===== src/rtl/ctrl_irrigacao.sv =====
// rtl/ctrl_irrigacao.sv - irrigation cycle controller (valve/pump sequencing with low-tank alarm)
//
// Purpose:
//   Runs one irrigation cycle per request. The valve opens first, then the
//   pump runs, then the pump stops while the valve stays open, then a
//   forced pause follows. A low tank level aborts into an alarm state.
//
// Parameters (each 0..255, counted in ticks):
//   T_ABRE   valve-only time before pump start and after pump stop
//   T_ASP    sprinkler pumping time
//   T_GOT    drip pumping time
//   T_PAUSA  forced idle time after each cycle
//
// Ports:
//   clk          system clock
//   reset        synchronous, active-high reset
//   tick         one-clk-wide time-base enable
//   Asp, Got     sprinkler / drip requests
//   nivel_baixo  tank-low sensor, active-high
//   Vasp, Vgot   sprinkler / drip valve drives
//   Bomba        pump drive
//   Ativo        cycle in progress
//   Alarme       low-tank alarm
//
// Configuration macro:
//   CTRL_IRRIGACAO_ALARME_TRAVA_EN  defined: alarm is latched until reset.
//                                   undefined: alarm clears once nivel_baixo,
//                                   Asp and Got are all low.

module ctrl_irrigacao #(
    parameter int unsigned T_ABRE  = 3,
    parameter int unsigned T_ASP   = 20,
    parameter int unsigned T_GOT   = 60,
    parameter int unsigned T_PAUSA = 10
) (
    input  logic clk,
    input  logic reset,
    input  logic tick,
    input  logic Asp,
    input  logic Got,
    input  logic nivel_baixo,
    output logic Vasp,
    output logic Vgot,
    output logic Bomba,
    output logic Ativo,
    output logic Alarme
);

    localparam logic [7:0] C_ABRE  = T_ABRE[7:0];
    localparam logic [7:0] C_ASP   = T_ASP[7:0];
    localparam logic [7:0] C_GOT   = T_GOT[7:0];
    localparam logic [7:0] C_PAUSA = T_PAUSA[7:0];

    typedef enum logic [2:0] {
        S_IDLE,
        S_ABRE,
        S_REGA,
        S_FECHA,
        S_PAUSA,
        S_ALARME
    } state_t;

    state_t     state;
    logic [7:0] cnt;
    logic       mode_got;   // 0 = sprinkler, 1 = drip; latched only in IDLE

    // The request that started the cycle; dropping it ends pumping early.
    logic req_held;
    assign req_held = mode_got ? Got : Asp;

    logic cnt_zero;
    assign cnt_zero = (cnt == 8'd0);

    always_ff @(posedge clk) begin
        if (reset) begin
            state    <= S_IDLE;
            cnt      <= 8'd0;
            mode_got <= 1'b0;
        end else if (state != S_ALARME && nivel_baixo) begin
            // Low tank beats every other transition, IDLE included.
            state <= S_ALARME;
            cnt   <= 8'd0;
        end else begin
            // Loads on state entry take precedence over a coincident tick,
            // so a freshly loaded value is never decremented on its entry edge.
            case (state)
                S_IDLE: begin
                    if (Asp ^ Got) begin
                        mode_got <= Got;
                        state    <= S_ABRE;
                        cnt      <= C_ABRE;
                    end
                end
                S_ABRE: begin
                    if (cnt_zero) begin
                        state <= S_REGA;
                        cnt   <= mode_got ? C_GOT : C_ASP;
                    end else if (tick) begin
                        cnt <= cnt - 8'd1;
                    end
                end
                S_REGA: begin
                    if (cnt_zero || !req_held) begin
                        state <= S_FECHA;
                        cnt   <= C_ABRE;
                    end else if (tick) begin
                        cnt <= cnt - 8'd1;
                    end
                end
                S_FECHA: begin
                    if (cnt_zero) begin
                        state <= S_PAUSA;
                        cnt   <= C_PAUSA;
                    end else if (tick) begin
                        cnt <= cnt - 8'd1;
                    end
                end
                S_PAUSA: begin
                    if (cnt_zero) begin
                        state <= S_IDLE;
                    end else if (tick) begin
                        cnt <= cnt - 8'd1;
                    end
                end
                S_ALARME: begin
`ifdef CTRL_IRRIGACAO_ALARME_TRAVA_EN
                    state <= S_ALARME;
`else
                    if (!nivel_baixo && !Asp && !Got) begin
                        state <= S_IDLE;
                    end
`endif
                end
                default: begin
                    state <= S_IDLE;
                    cnt   <= 8'd0;
                end
            endcase
        end
    end

    // Moore decode from registered state and mode.
    logic valve_open;
    assign valve_open = (state == S_ABRE) || (state == S_REGA) || (state == S_FECHA);

    assign Vasp   = valve_open & ~mode_got;
    assign Vgot   = valve_open &  mode_got;
    assign Bomba  = (state == S_REGA);
    assign Ativo  = valve_open || (state == S_PAUSA);
    assign Alarme = (state == S_ALARME);

endmodule


===== config.mk =====
export PLATFORM = sky130hd
export DESIGN_NAME = ctrl_irrigacao
export DESIGN_NICKNAME = d
export VERILOG_FILES = /design/src/rtl/ctrl_irrigacao.sv
export SDC_FILE = /design/constraint.sdc
export NUM_CORES = 1
export LEC_CHECK = 0
export CAP_MARGIN = 20
export CORE_MARGIN = 4
export CORE_UTILIZATION = 55
export DETAILED_ROUTE_END_ITERATION = 10
export PLACE_DENSITY = 0.78
export SLEW_MARGIN = 20
export SYNTH_ARGS = -nofsm -noshare
export SYNTH_HDL_FRONTEND = slang
export SYNTH_SLANG_ARGS = --single-unit

===== constraint.sdc =====
create_clock -name clk -period 2.66 [get_ports clk]
set_input_delay 0.532 -clock clk [delete_from_list [all_inputs] [get_ports clk]]
set_output_delay 0.532 -clock clk [all_outputs]
set_load 0.03 [all_outputs]

======== Word level (Yosys, flattened, before mapping) ========
Index checks and enable logic that the tools add are counted.
word-level totals
  register bits ........................... 12
  input bits .............................. 6
  output and inout bits ................... 5
operators by class
  add/subtract/negate cells ............... 1
  equality and inequality tests ........... 19
  multiplexer cells ....................... 17
  bitwise gates (word level) .............. 6
  reductions and logical operators ........ 18
operator list
  operator                                              number
  2-to-1 mux 8 bit                                      6
  case mux 8 bit (6 select lines)                       1
  2-to-1 mux 3 bit                                      7
  case mux 3 bit (6 select lines)                       1
  != test 3 bit (second input constant)                 5
  AND reduction 6 bit                                   2
  != test 2 bit (second input constant)                 5
  logical NOT 8 bit                                     1
  subtractor 8 x 1 -> 8 bit (second input constant)     1
  equality test 3 x 2 -> 1 bit (second input constant)  2
  equality test 3 bit (second input constant)           2
  2-to-1 mux 6 bit                                      1
  != test 3 x 1 -> 1 bit (second input constant)        2
  AND reduction 3 bit                                   2
  logical NOT 1 bit                                     4
  logical OR 1 bit                                      4
  != test 2 x 1 -> 1 bit (second input constant)        2
  equality test 3 x 1 -> 1 bit (second input constant)  1
  logical AND 1 bit                                     3
  logical NOT 3 bit                                     1
  NOT 1 bit                                             3
  AND 1 bit                                             2
  OR reduction 2 bit                                    1
  2-to-1 mux 1 bit                                      1
  XOR 1 bit                                             1

======== Logic depth before layout (Yosys ltp) ========
Gate-level depths: netlist of the first run.
  word-level depth ........................ 6
  depth in mapped cells ................... 8
  depth with buffers taken out ............ 7

======== Worst setup path before layout of the first run ========
Ideal clock, no wire load.
  path kind ............................... in2reg
  start ................................... input tick
  end ..................................... register cnt[5]
  setup time .............................. 0.117 ns
  arrival time ............................ 2.005 ns
  slack ................................... 0.538 ns
  stages .................................. 6
  path through ............................ buf_4 or4b_4 o31a_1 o21a_1 a221o_1 a22o_1
on the way
  cells in the longest elaborated chain, start to end .. 3
  elaborated cells on any way between the ends .. 6
  those cells by class .................... mux (6)
RTL lines
  item                                 RTL line  source
  start, declared                      38        input logic tick,
  2-to-1 mux 8 bit *                   n/a
  2-to-1 mux 8 bit (on tied branches)  n/a
  case mux 8 bit (6 select lines) *    n/a
  end signal, assigned                 97        cnt <= mode_got ? C_GOT : C_ASP;
  end signal, assigned                 99        cnt <= cnt - 8'd1;
  end signal, assigned                 107       cnt <= cnt - 8'd1;
  end, declared                        64        logic [7:0] cnt;
Every way passes the cells marked *; elsewhere a longest branch is shown, timed or not. The select of a mux whose other input is x is not followed.
A chain may end at the register's enable or synchronous reset.

======== Final worst setup path of the first run ========
  start ................................... register state[1]
  end ..................................... output Vgot
on the way
  cells in the longest elaborated chain, start to end .. 4
  elaborated cells on any way between the ends .. 6
  those cells by class .................... eq/ne (3); bitwise (1); reduce/logical (2)
RTL lines
  item                                                                                 RTL line  source
  start, declared                                                                      63        state_t state;
  start signal, assigned                                                               76        state <= S_IDLE;
  start signal, assigned                                                               81        state <= S_ALARME;
  start signal, assigned                                                               90        state <= S_ABRE;
  equality test 3 x 1 -> 1 bit / equality test 3 x 2 -> 1 bit (equally long branches)  144       assign valve_open = (state == S_ABRE) || (state == S_REGA) || (state == S_FECHA);
  logical OR 1 bit                                                                     144
  logical OR 1 bit *                                                                   144
  AND 1 bit *                                                                          147       assign Vgot = valve_open & mode_got;
  end, declared                                                                        43        output logic Vgot,
Every way passes the cells marked *; elsewhere a longest branch is shown, timed or not.

==> results of run 1 <==
==> logic make-up after synthesis <==
kind of cell	after synthesis	share of synthesized area (%)
adders and majority gates	1	1.18
AOI/OAI and AO/OA	46	30.8
xor gates and xnor gates	7	5.76
and+or+nand+nor	57	32.4
muxes	1	0.941
buffers and inverters	13	6.35
DFF	12	22.6
==> stage by stage <==
stage / utilization (%) / cell area, um^2 / hold slack, ns / power [uW]
2_1_floorplan: - / 1060 / 0.450 / 746
3_3_place_gp: 68.1 / 1210 / 0.478 / 889
3_5_place_dp: 68.1 / 1210 / 0.516 / 905
4_1_cts: 70.1 / 1250 / 0.528 / 1060
5_1_grt: 70.1 / 1250 / 0.547 / 1150
6_report: 70.1 / 1250 / 0.528 / 1080
==> cell type report <==
class	instances	share of cell area, %
clock buffers	4	2.90
flip-flops and latches	12	19.2
repair buffers	19	13.4
well taps	25	2.50
inverters	5	1.50
multi-input cells	112	60.5
==> cells in the mapped netlist, drive strengths merged, types with 2 or more instances <==
library cell | instances | area [um^2]
dfxtp | 12 | 240
nand2b | 3 | 18.8
a32o | 3 | 30.0
o21a | 4 | 30.0
nor2 | 13 | 48.8
a22o | 2 | 17.5
o31ai | 3 | 27.5
xnor2 | 7 | 61.3
nand3b | 3 | 22.5
clkbuf | 4 | 15.0
o21bai | 2 | 15.0
buf | 4 | 33.8
nand3 | 4 | 20.0
and2 | 3 | 18.8
a31oi | 3 | 18.8
inv | 4 | 15.0
a22oi | 2 | 15.0
nor3 | 7 | 35.0
nand2 | 9 | 33.8
a21oi | 12 | 60.1
nor4 | 2 | 27.5
o22ai | 2 | 12.5
nor3b | 3 | 27.5
o2bb2ai | 2 | 17.5
o21ai | 3 | 15.0
==> final timing paths <==
kind | from | end | slack, ns | cells after the start
min reg2reg | cnt[7]$_SDFFE_PP0P_ | cnt[7]$_SDFFE_PP0P_ | 0.53 | 1
max | state[1]$_SDFFE_PP0P_ | Vgot | 0.26 | 3
min | cnt[7]$_SDFFE_PP0P_ | cnt[7]$_SDFFE_PP0P_ | 0.53 | 1
max reg2reg | cnt[0]$_SDFFE_PP0P_ | cnt[5]$_SDFFE_PP0P_ | 0.30 | 7
==> flip-flops by register name, indices dropped and copies added, names as in the netlist <==
signal / flops
cnt: 8
state: 3
mode_got: 1
==> per-layer routing <==
metal / vias up / part of all wire [%] / wire [um] / global-route usage [%]
met5: - / 0 / 0 / 0
met4: 0 / 1.3 / 36 / 8.73
met3: 5 / 7.0 / 200 / 4.30
met2: 48 / 47 / 1350 / 37.4
met1: 535 / 45 / 1280 / 32.2
li1: 553 / - / - / -
==> power by group through the flow <==
stage | combinational [uW] | sequential, uW | clock (uW)
CTS | 637 | 271 | 157
floorplan | 493 | 253 | 0
global route | 709 | 279 | 165
detailed placement | 630 | 275 | 0
global placement | 619 | 270 | 0
finish | 651 | 273 | 154
==> flow_summary.json, run 1 <==
{
  "status": "finished, final reports clean",
  "synth_edf_count": 0,
  "clock_skew_ns": 0.00823,
  "fmax_mhz": 416,
  "grt_pass1_vias": 1025,
  "cp_max_fo": 9,
  "layout_common_cells": "13 x nor2_1, 12 x a21oi_1, 12 x dfxtp_1",
  "setup_viol": 0,
  "synth-async-reset-ratio_pct": 0,
  "num_rows": 15,
  "critPathKind": "reg -> out",
  "vdd_drop_max_v": 0.000453,
  "fillerInstances": 164,
  "seqPwrFrac_pct": 25.3,
  "max_stage_delay_ns": 0.70,
  "post-place-ws_ns": 0.130,
  "multi_input_area_um2": 756,
  "grt_max_degree": 18,
  "cpLargestDelayFamily": "buffers and inverters",
  "crit_arrival_ns": 1.87,
  "path_buf_inv": 1,
  "rsz0062_at_grt": "false",
  "die_x_um": 52.0,
  "io_buffers": 10,
  "period_share_pct": 90.4,
  "syn_inst": 137,
  "finalWirelength_um": 2860,
  "slew_headroom_pct": 63.6,
  "dpl.hpwl_um": 2120,
  "initial_core_util_pct": 59.6,
  "drt-initial-drc-count": 51,
  "critPathLaunchType": "flip-flop",
  "diodes": 0,
  "critical-path-slowest-cell": "clkdlybuf4s50_1",
  "hold_path_class": "reg -> reg",
  "ys_types": 52,
  "dp_cells": 173,
  "drc": 0,
  "layout_setup_ws_ns": 0.256,
  "root_buffer": "clkbuf_4",
  "nets": 160,
  "p_leak_uw": 0.000454,
  "internal-power_uw": 573,
  "track_usage_pct": 23.9,
  "yosysSeqAreaShare_pct": 22.6,
  "drt-wirelength-per-cell_um": 16.2,
  "via_count": 1141,
  "cts_tree": "done",
  "layout_commonest_cell": "nor2_1",
  "areaGrowthSynthToFinish_pct": 17.5,
  "clk_latency_ns": 0.29,
  "drive_gt1_share_pct": 12.5,
  "grt_pass1_wl_um": 4790,
  "ios": 11,
  "crit_chain": "nor2_1 > nor3b_1 > clkdlybuf4s50_1",
  "clkPwrFrac_pct": 14.3,
  "antenna_left": 0,
  "ys_ff_latch": 12,
  "coreArea_um2": 1780,
  "final-max-slew-violation-count": 0,
  "firstDrtPassIters": 4,
  "synthesis.area_um2": 1060,
  "post_synth.cell_area_avg_um2": 7.76,
  "worst_slew_pin_slew_ns": 0.544,
  "synth_ff_type": "dfxtp_1",
  "antenna_found_initial": 0,
  "clk_path_buf_depth": 2,
  "cts.clk_slew.worst_paths_ns": 0.08,
  "critPathCaptureType": "primary output",
  "cts.sinks": 12,
  "finalHoldViolCount": 0,
  "p_per_area_nw_per_um2": 862,
  "postCtsSetupRepairBufs": 0,
  "p_sw_uw": 504,
  "fin_cells": 177,
  "syn-num-nets": 144,
  "period_needed_ns": 2.40,
  "overflow": 0,
  "vias_per_cell": 6.45,
  "die_area_um2": 2700,
  "critical_path_required_ns": 2.13,
  "setup_tns_ns": 0,
  "pwr-share-comb_pct": 60.4,
  "maxCapViolations": 0,
  "cts_hold_buf": 0,
  "yosysWarnings": 0,
  "die_y_um": 52.0,
  "post_cts_resized": 0,
  "swShare_pct": 46.8,
  "numCtsBuffers": 3,
  "seqCellArea_um2": 240,
  "place.gp.congestion": 0.942,
  "htree_levels": 1
}
Note: power is estimated with default switching activity, not from simulation.
==> inputs of run 2 (changes only) <==
--- a/config.mk
+++ b/config.mk
@@ -10,6 +10,7 @@
 export CORE_UTILIZATION = 55
 export DETAILED_ROUTE_END_ITERATION = 10
 export PLACE_DENSITY = 0.78
+export RECOVER_POWER = 100
 export SLEW_MARGIN = 20
 export SYNTH_ARGS = -nofsm -noshare
 export SYNTH_HDL_FRONTEND = slang
==> run 2 against run 1 <==
Global-route usage stayed put; final cell count stayed put; clock-buffer cell count stayed put; critical path type unchanged; largest cell class unchanged; highest routed layer unchanged.
==> flow_summary.json, run 2 (synthesis results as in run 1) <==
{
  "dpl.hpwl_um": 2120,
  "largest_registers": "cnt (8), state (3), mode_got (1)",
  "grt_pass1_wl_um": 4790,
  "post_cts_resized": 0,
  "root_buffer": "clkbuf_4",
  "fmax_mhz": 405,
  "areaGrowthSynthToFinish_pct": 17.2,
  "reg2reg_depth": 7,
  "critPathLaunchType": "flip-flop",
  "cts.sinks": 12,
  "clock_skew_ns": 0.00626,
  "finalHoldViolCount": 0,
  "layout_commonest_cell": "nor2_1",
  "critPathKind": "reg -> out",
  "die_x_um": 52.0,
  "vdd_drop_max_v": 0.000417,
  "vias_per_cell": 6.49,
  "htree_levels": 1,
  "worst_slew_pin_slew_ns": 0.550,
  "numCtsBuffers": 3,
  "max_stage_delay_ns": 0.76,
  "whs_path_depth": 1,
  "finalWirelength_um": 2860,
  "maxCapViolations": 0,
  "regToRegStartpoint": "cnt[0]$_SDFFE_PP0P_",
  "grt_pass1_vias": 1025,
  "cp_max_fo": 9,
  "top_register": "cnt",
  "p_per_area_nw_per_um2": 846,
  "setup_tns_ns": 0,
  "crit_start": "state[1]$_SDFFE_PP0P_",
  "cts_hold_buf": 0,
  "drt-wirelength-per-cell_um": 16.1,
  "grt_max_degree": 18,
  "p_leak_uw": 0.000462,
  "nets": 160,
  "drt-initial-drc-count": 53,
  "clk_latency_ns": 0.29,
  "via_count": 1148,
  "coreArea_um2": 1780,
  "final-max-slew-violation-count": 0,
  "dp_cells": 173,
  "crit_chain": "nor2_1 > xnor2_1 > dlygate4sd3_1",
  "diodes": 0,
  "die_area_um2": 2700,
  "io_buffers": 10,
  "layout_common_cells": "13 x nor2_1, 12 x a21oi_1, 12 x dfxtp_1",
  "period_share_pct": 92.8,
  "hold_path_startpoint": "cnt[7]$_SDFFE_PP0P_",
  "hold_path_class": "reg -> reg",
  "largest_reg_flops": 8,
  "antenna_found_initial": 0,
  "status": "finished, final reports clean",
  "antenna_left": 0,
  "die_y_um": 52.0,
  "cts.clk_slew.worst_paths_ns": 0.08,
  "fillerInstances": 163,
  "cts_tree": "done",
  "drc": 0,
  "num_rows": 15,
  "rsz0062_at_grt": "false",
  "critical_path_required_ns": 2.13,
  "clk_path_buf_depth": 2,
  "setup_viol": 0,
  "postCtsSetupRepairBufs": 0,
  "track_usage_pct": 23.9,
  "drive_gt1_share_pct": 11.8,
  "ios": 11,
  "period_needed_ns": 2.47,
  "slew_headroom_pct": 63.2,
  "initial_core_util_pct": 59.6,
  "firstDrtPassIters": 4,
  "critical-path-slowest-cell": "dlygate4sd3_1",
  "place.gp.congestion": 0.942,
  "crit_arrival_ns": 1.94,
  "overflow": 0,
  "critPathCaptureType": "primary output",
  "fin_cells": 177
}
## run 2: cell count changes in the layout (fill, tap and decap cells not counted), sizes merged
cell,previous run,this run
buf,9,8
clkbuf,4,5
clkdlybuf4s50,10,5
dlygate4sd3,0,5
## run 2: worst paths after layout
kind | end | slack [ns]
min reg2reg | cnt[7]$_SDFFE_PP0P_ | 0.53
min | cnt[7]$_SDFFE_PP0P_ | 0.53
max reg2reg | cnt[5]$_SDFFE_PP0P_ | 0.23
max | Ativo | 0.19
## run 2: layout make-up
| class | count | area, um^2 | area share (%) |
|---|---|---|---|
| timing repair buffer | 19 | 164 | 13.2 |
| clock buffer | 4 | 36.3 | 2.91 |
| tap | 25 | 31.3 | 2.51 |
| sequential | 12 | 240 | 19.3 |
| inverter | 5 | 18.8 | 1.51 |
| multi-input combinational | 112 | 756 | 60.6 |
## run 2: worst max-delay path: cells and delay by family, from the launching register on
| family | cells | cell delay, ns |
|---|---|---|
| buffers and inverters | 1 | 0.76 |
| flip-flops | 1 | 0.41 |
| XOR/XNOR | 1 | 0.16 |
| AND/OR/NAND/NOR | 1 | 0.33 |
## run 2: power breakdown
| group | total, uW | internal, uW | switching, uW | leakage (uW) |
|---|---|---|---|---|
| clock | 153 | 83.4 | 69.3 | 0.0000210 |
| combinational | 628 | 256 | 372 | 0.000342 |
| sequential | 273 | 214 | 59.1 | 0.0000981 |
| total | 1050 | 554 | 500 | 0.000462 |
## run 2: routing by layer
metal | wire length (um) | global-route usage (%)
met1 | 1260 | 32.2
met4 | 45 | 8.73
met3 | 203 | 4.30
met5 | 0 | 0
met2 | 1340 | 37.4
## run 2: per-stage QoR
step	hold WS (ns)	setup WS, ns	total power [uW]	util, %	area (um^2)
floorplan	0.450	0.538	746	-	1060
global placement	0.478	0.147	889	68.1	1210
detailed placement	0.516	0.130	905	68.1	1210
CTS	0.528	0.233	1060	70.1	1250
global route	0.547	0.0551	1130	69.9	1250
finish	0.529	0.191	1050	69.9	1250
==> inputs of run 3 (changes only) <==
--- a/config.mk
+++ b/config.mk
@@ -5,11 +5,12 @@
 export SDC_FILE = /design/constraint.sdc
 export NUM_CORES = 1
 export LEC_CHECK = 0
+export ABC_AREA = 1
 export CAP_MARGIN = 20
 export CORE_MARGIN = 4
-export CORE_UTILIZATION = 55
+export CORE_UTILIZATION = 56
 export DETAILED_ROUTE_END_ITERATION = 10
-export PLACE_DENSITY = 0.78
+export PLACE_DENSITY = 0.79
 export RECOVER_POWER = 100
 export SLEW_MARGIN = 20
 export SYNTH_ARGS = -nofsm -noshare
==> run 3 against run 2 <==
Wire length decreased by 5.9%; via count is 1.2% higher; maximum frequency up 3.6%; critical path depth rose by 3; clock skew rose by 0.0046 ns; total power is 23% lower; critical path type unchanged; critical endpoint is now Bomba; highest routed layer unchanged.
==> flow_summary.json, run 3 <==
{
  "status": "finished, final reports clean",
  "worst_slew_pin_slew_ns": 0.546,
  "antenna_found_initial": 0,
  "post_cts_resized": 0,
  "regToRegEndpoint": "cnt[2]$_SDFFE_PP0P_",
  "synth_most_common_cell": "nand2_1",
  "seqCellArea_um2": 240,
  "io_buffers": 10,
  "cts_hold_buf": 0,
  "synth_commonest_cells": "62 x nand2_1, 19 x nor2_1, 18 x inv_1",
  "post-place-ws_ns": 0.558,
  "ys_types": 26,
  "layout_setup_ws_ns": 0.277,
  "crit_chain": "inv_2 > nand2_2 > inv_2 > nand2_2 > inv_2 > dlygate4sd3_1",
  "critPathCaptureType": "primary output",
  "hold_path_startpoint": "cnt[4]$_SDFFE_PP0P_",
  "layout_common_cells": "62 x nand2_1, 19 x nor2_1, 18 x inv_1",
  "final-max-slew-violation-count": 0,
  "clock_skew_ns": 0.0109,
  "period_share_pct": 89.6,
  "place.gp.congestion": 0.886,
  "hold_end": "cnt[4]$_SDFFE_PP0P_",
  "drt-wirelength-per-cell_um": 12.1,
  "max_stage_delay_ns": 0.75,
  "p_total_uw": 810,
  "areaGrowthSynthToFinish_pct": 12.4,
  "vdd_drop_max_v": 0.000373,
  "clk_path_buf_depth": 2,
  "htree_levels": 1,
  "die_y_um": 51.8,
  "critPathKind": "reg -> out",
  "maxCapViolations": 0,
  "postCtsSetupRepairBufs": 0,
  "whs_path_depth": 2,
  "nets": 206,
  "p_leak_uw": 0.000629,
  "via_count": 1162,
  "clk_latency_ns": 0.28,
  "fmax_mhz": 420,
  "path_buf_inv": 4,
  "drc": 0,
  "largest_registers": "cnt (8), state (3), mode_got (1)",
  "hold_path_class": "reg -> reg",
  "drive_gt1_share_pct": 15.2,
  "reg2reg_depth": 9,
  "grt_pass1_wl_um": 4690,
  "setup_viol": 0,
  "synth_ff_type": "dfxtp_1",
  "dpl.hpwl_um": 2220,
  "drt-initial-drc-count": 45,
  "grt_pass1_vias": 1096,
  "numCtsBuffers": 3,
  "largest_reg_flops": 8,
  "track_usage_pct": 23.6,
  "die_area_um2": 2690,
  "critPathLaunchType": "flip-flop",
  "initial_core_util_pct": 61.0,
  "post_synth.cell_area_avg_um2": 5.85,
  "synthesis.area_um2": 1080,
  "syn_inst": 184,
  "finalWirelength_um": 2690,
  "finalHoldViolCount": 0,
  "crit_arrival_ns": 1.85,
  "cpLargestDelayFamily": "buffers and inverters",
  "critical-path-slowest-cell": "dlygate4sd3_1",
  "synth-async-reset-ratio_pct": 0,
  "yosysSeqAreaShare_pct": 22.3,
  "yosysTopAreaCellShare_pct": 22.3,
  "firstDrtPassIters": 5,
  "yosys-top-cells-area": "dfxtp_1 22%, nand2_1 22%, nor2_1 6.6%",
  "die_x_um": 51.8,
  "yosysTopAreaCell": "dfxtp_1",
  "antenna_left": 0,
  "rsz0062_at_grt": "false",
  "overflow": 0,
  "synth_edf_count": 0,
  "ff2ff_setup_slack_ns": 0.99,
  "coreArea_um2": 1760,
  "diodes": 0,
  "multi_input_area_um2": 707,
  "fillerInstances": 165,
  "vias_per_cell": 5.23,
  "top_register": "cnt",
  "critical_path_required_ns": 2.13,
  "cts_tree": "done",
  "period_needed_ns": 2.38,
  "slew_headroom_pct": 63.2,
  "ios": 11,
  "grt_max_degree": 10,
  "cts.sinks": 12,
  "cpMostUsedCell": "inv_2",
  "layout_commonest_cell": "nand2_1",
  "cp_max_fo": 5,
  "root_buffer": "clkbuf_4",
  "ys_ff_latch": 12,
  "regToRegStartpoint": "cnt[0]$_SDFFE_PP0P_",
  "p_per_area_nw_per_um2": 670,
  "cts.clk_slew.worst_paths_ns": 0.08,
  "setup_tns_ns": 0,
  "syn-num-nets": 191,
  "yosysWarnings": 0,
  "num_rows": 15
}
==> run 3: tightest hold or removal path: cells and delay by family, from the launching register on <==
family / cells / cell delay [ns]
flops: 1 / 0.33
simple gates: 1 / 0.07
compound gates: 1 / 0.06
==> run 3: kinds of logic after synthesis <==
logic type	count (synthesis)	share of synthesized area [%]
and+or+nand+nor	121	54.9
buffers and inverters	29	10.1
AOI/OAI and AO/OA	18	9.07
DFF	12	22.3
xor gates and xnor gates	3	2.44
adders and majority gates	1	1.16
==> run 3: final cells by class <==
cell class / instances / share of cell area, %
Clock buffer: 3 / 1.86
Multi-Input combinational cell: 143 / 58.4
Inverter: 29 / 9.00
Timing Repair Buffer: 10 / 8.27
Sequential cell: 12 / 19.9
Tap cell: 25 / 2.59
==> run 3: metal layers <==
layer  share of wire, %  wire length [um]  vias to the layer above  global-route usage [%]
met2                 47              1260                       39                    37.4
li1                   -                 -                      614                       -
met1                 45              1200                      505                    29.6
met3                7.0               187                        4                    5.73
met5                  0                 0                        -                       0
met4                1.3                36                        0                    11.4
==> run 3: per-stage QoR <==
stage | instances | cell area (um^2) | hold slack, ns | util [%]
global route | 222 | 1210 | 0.533 | 68.6
global placement | 219 | 1210 | 0.482 | 68.4
CTS | 222 | 1230 | 0.509 | 69.7
floorplan | 184 | 1080 | 0.458 | -
finish | 222 | 1210 | 0.513 | 68.6
detailed placement | 219 | 1210 | 0.499 | 68.4
==> run 3: power breakdown <==
part	internal, uW	total, uW	switching, uW
clock	52.4	114	61.1
sequential	201	230	29.1
combinational	154	467	313
total	407	810	403
==> run 3: how the worst max path moves through the flow <==
stage | start | endpoint | slack, ns | cells past startpoint
5_1_grt | state[2]$_SDFFE_PP0P_ | Bomba | 0.17 | 6
4_1_cts | state[2]$_SDFFE_PP0P_ | Bomba | 0.34 | 6
2_1_floorplan | state[1]$_SDFFE_PP0P_ | Vasp | 1.12 | 4
6_report | state[2]$_SDFFE_PP0P_ | Bomba | 0.28 | 6
3_3_place_gp | tick | cnt[3]$_SDFFE_PP0P_ | 0.61 | 10
3_5_place_dp | tick | cnt[3]$_SDFFE_PP0P_ | 0.56 | 10
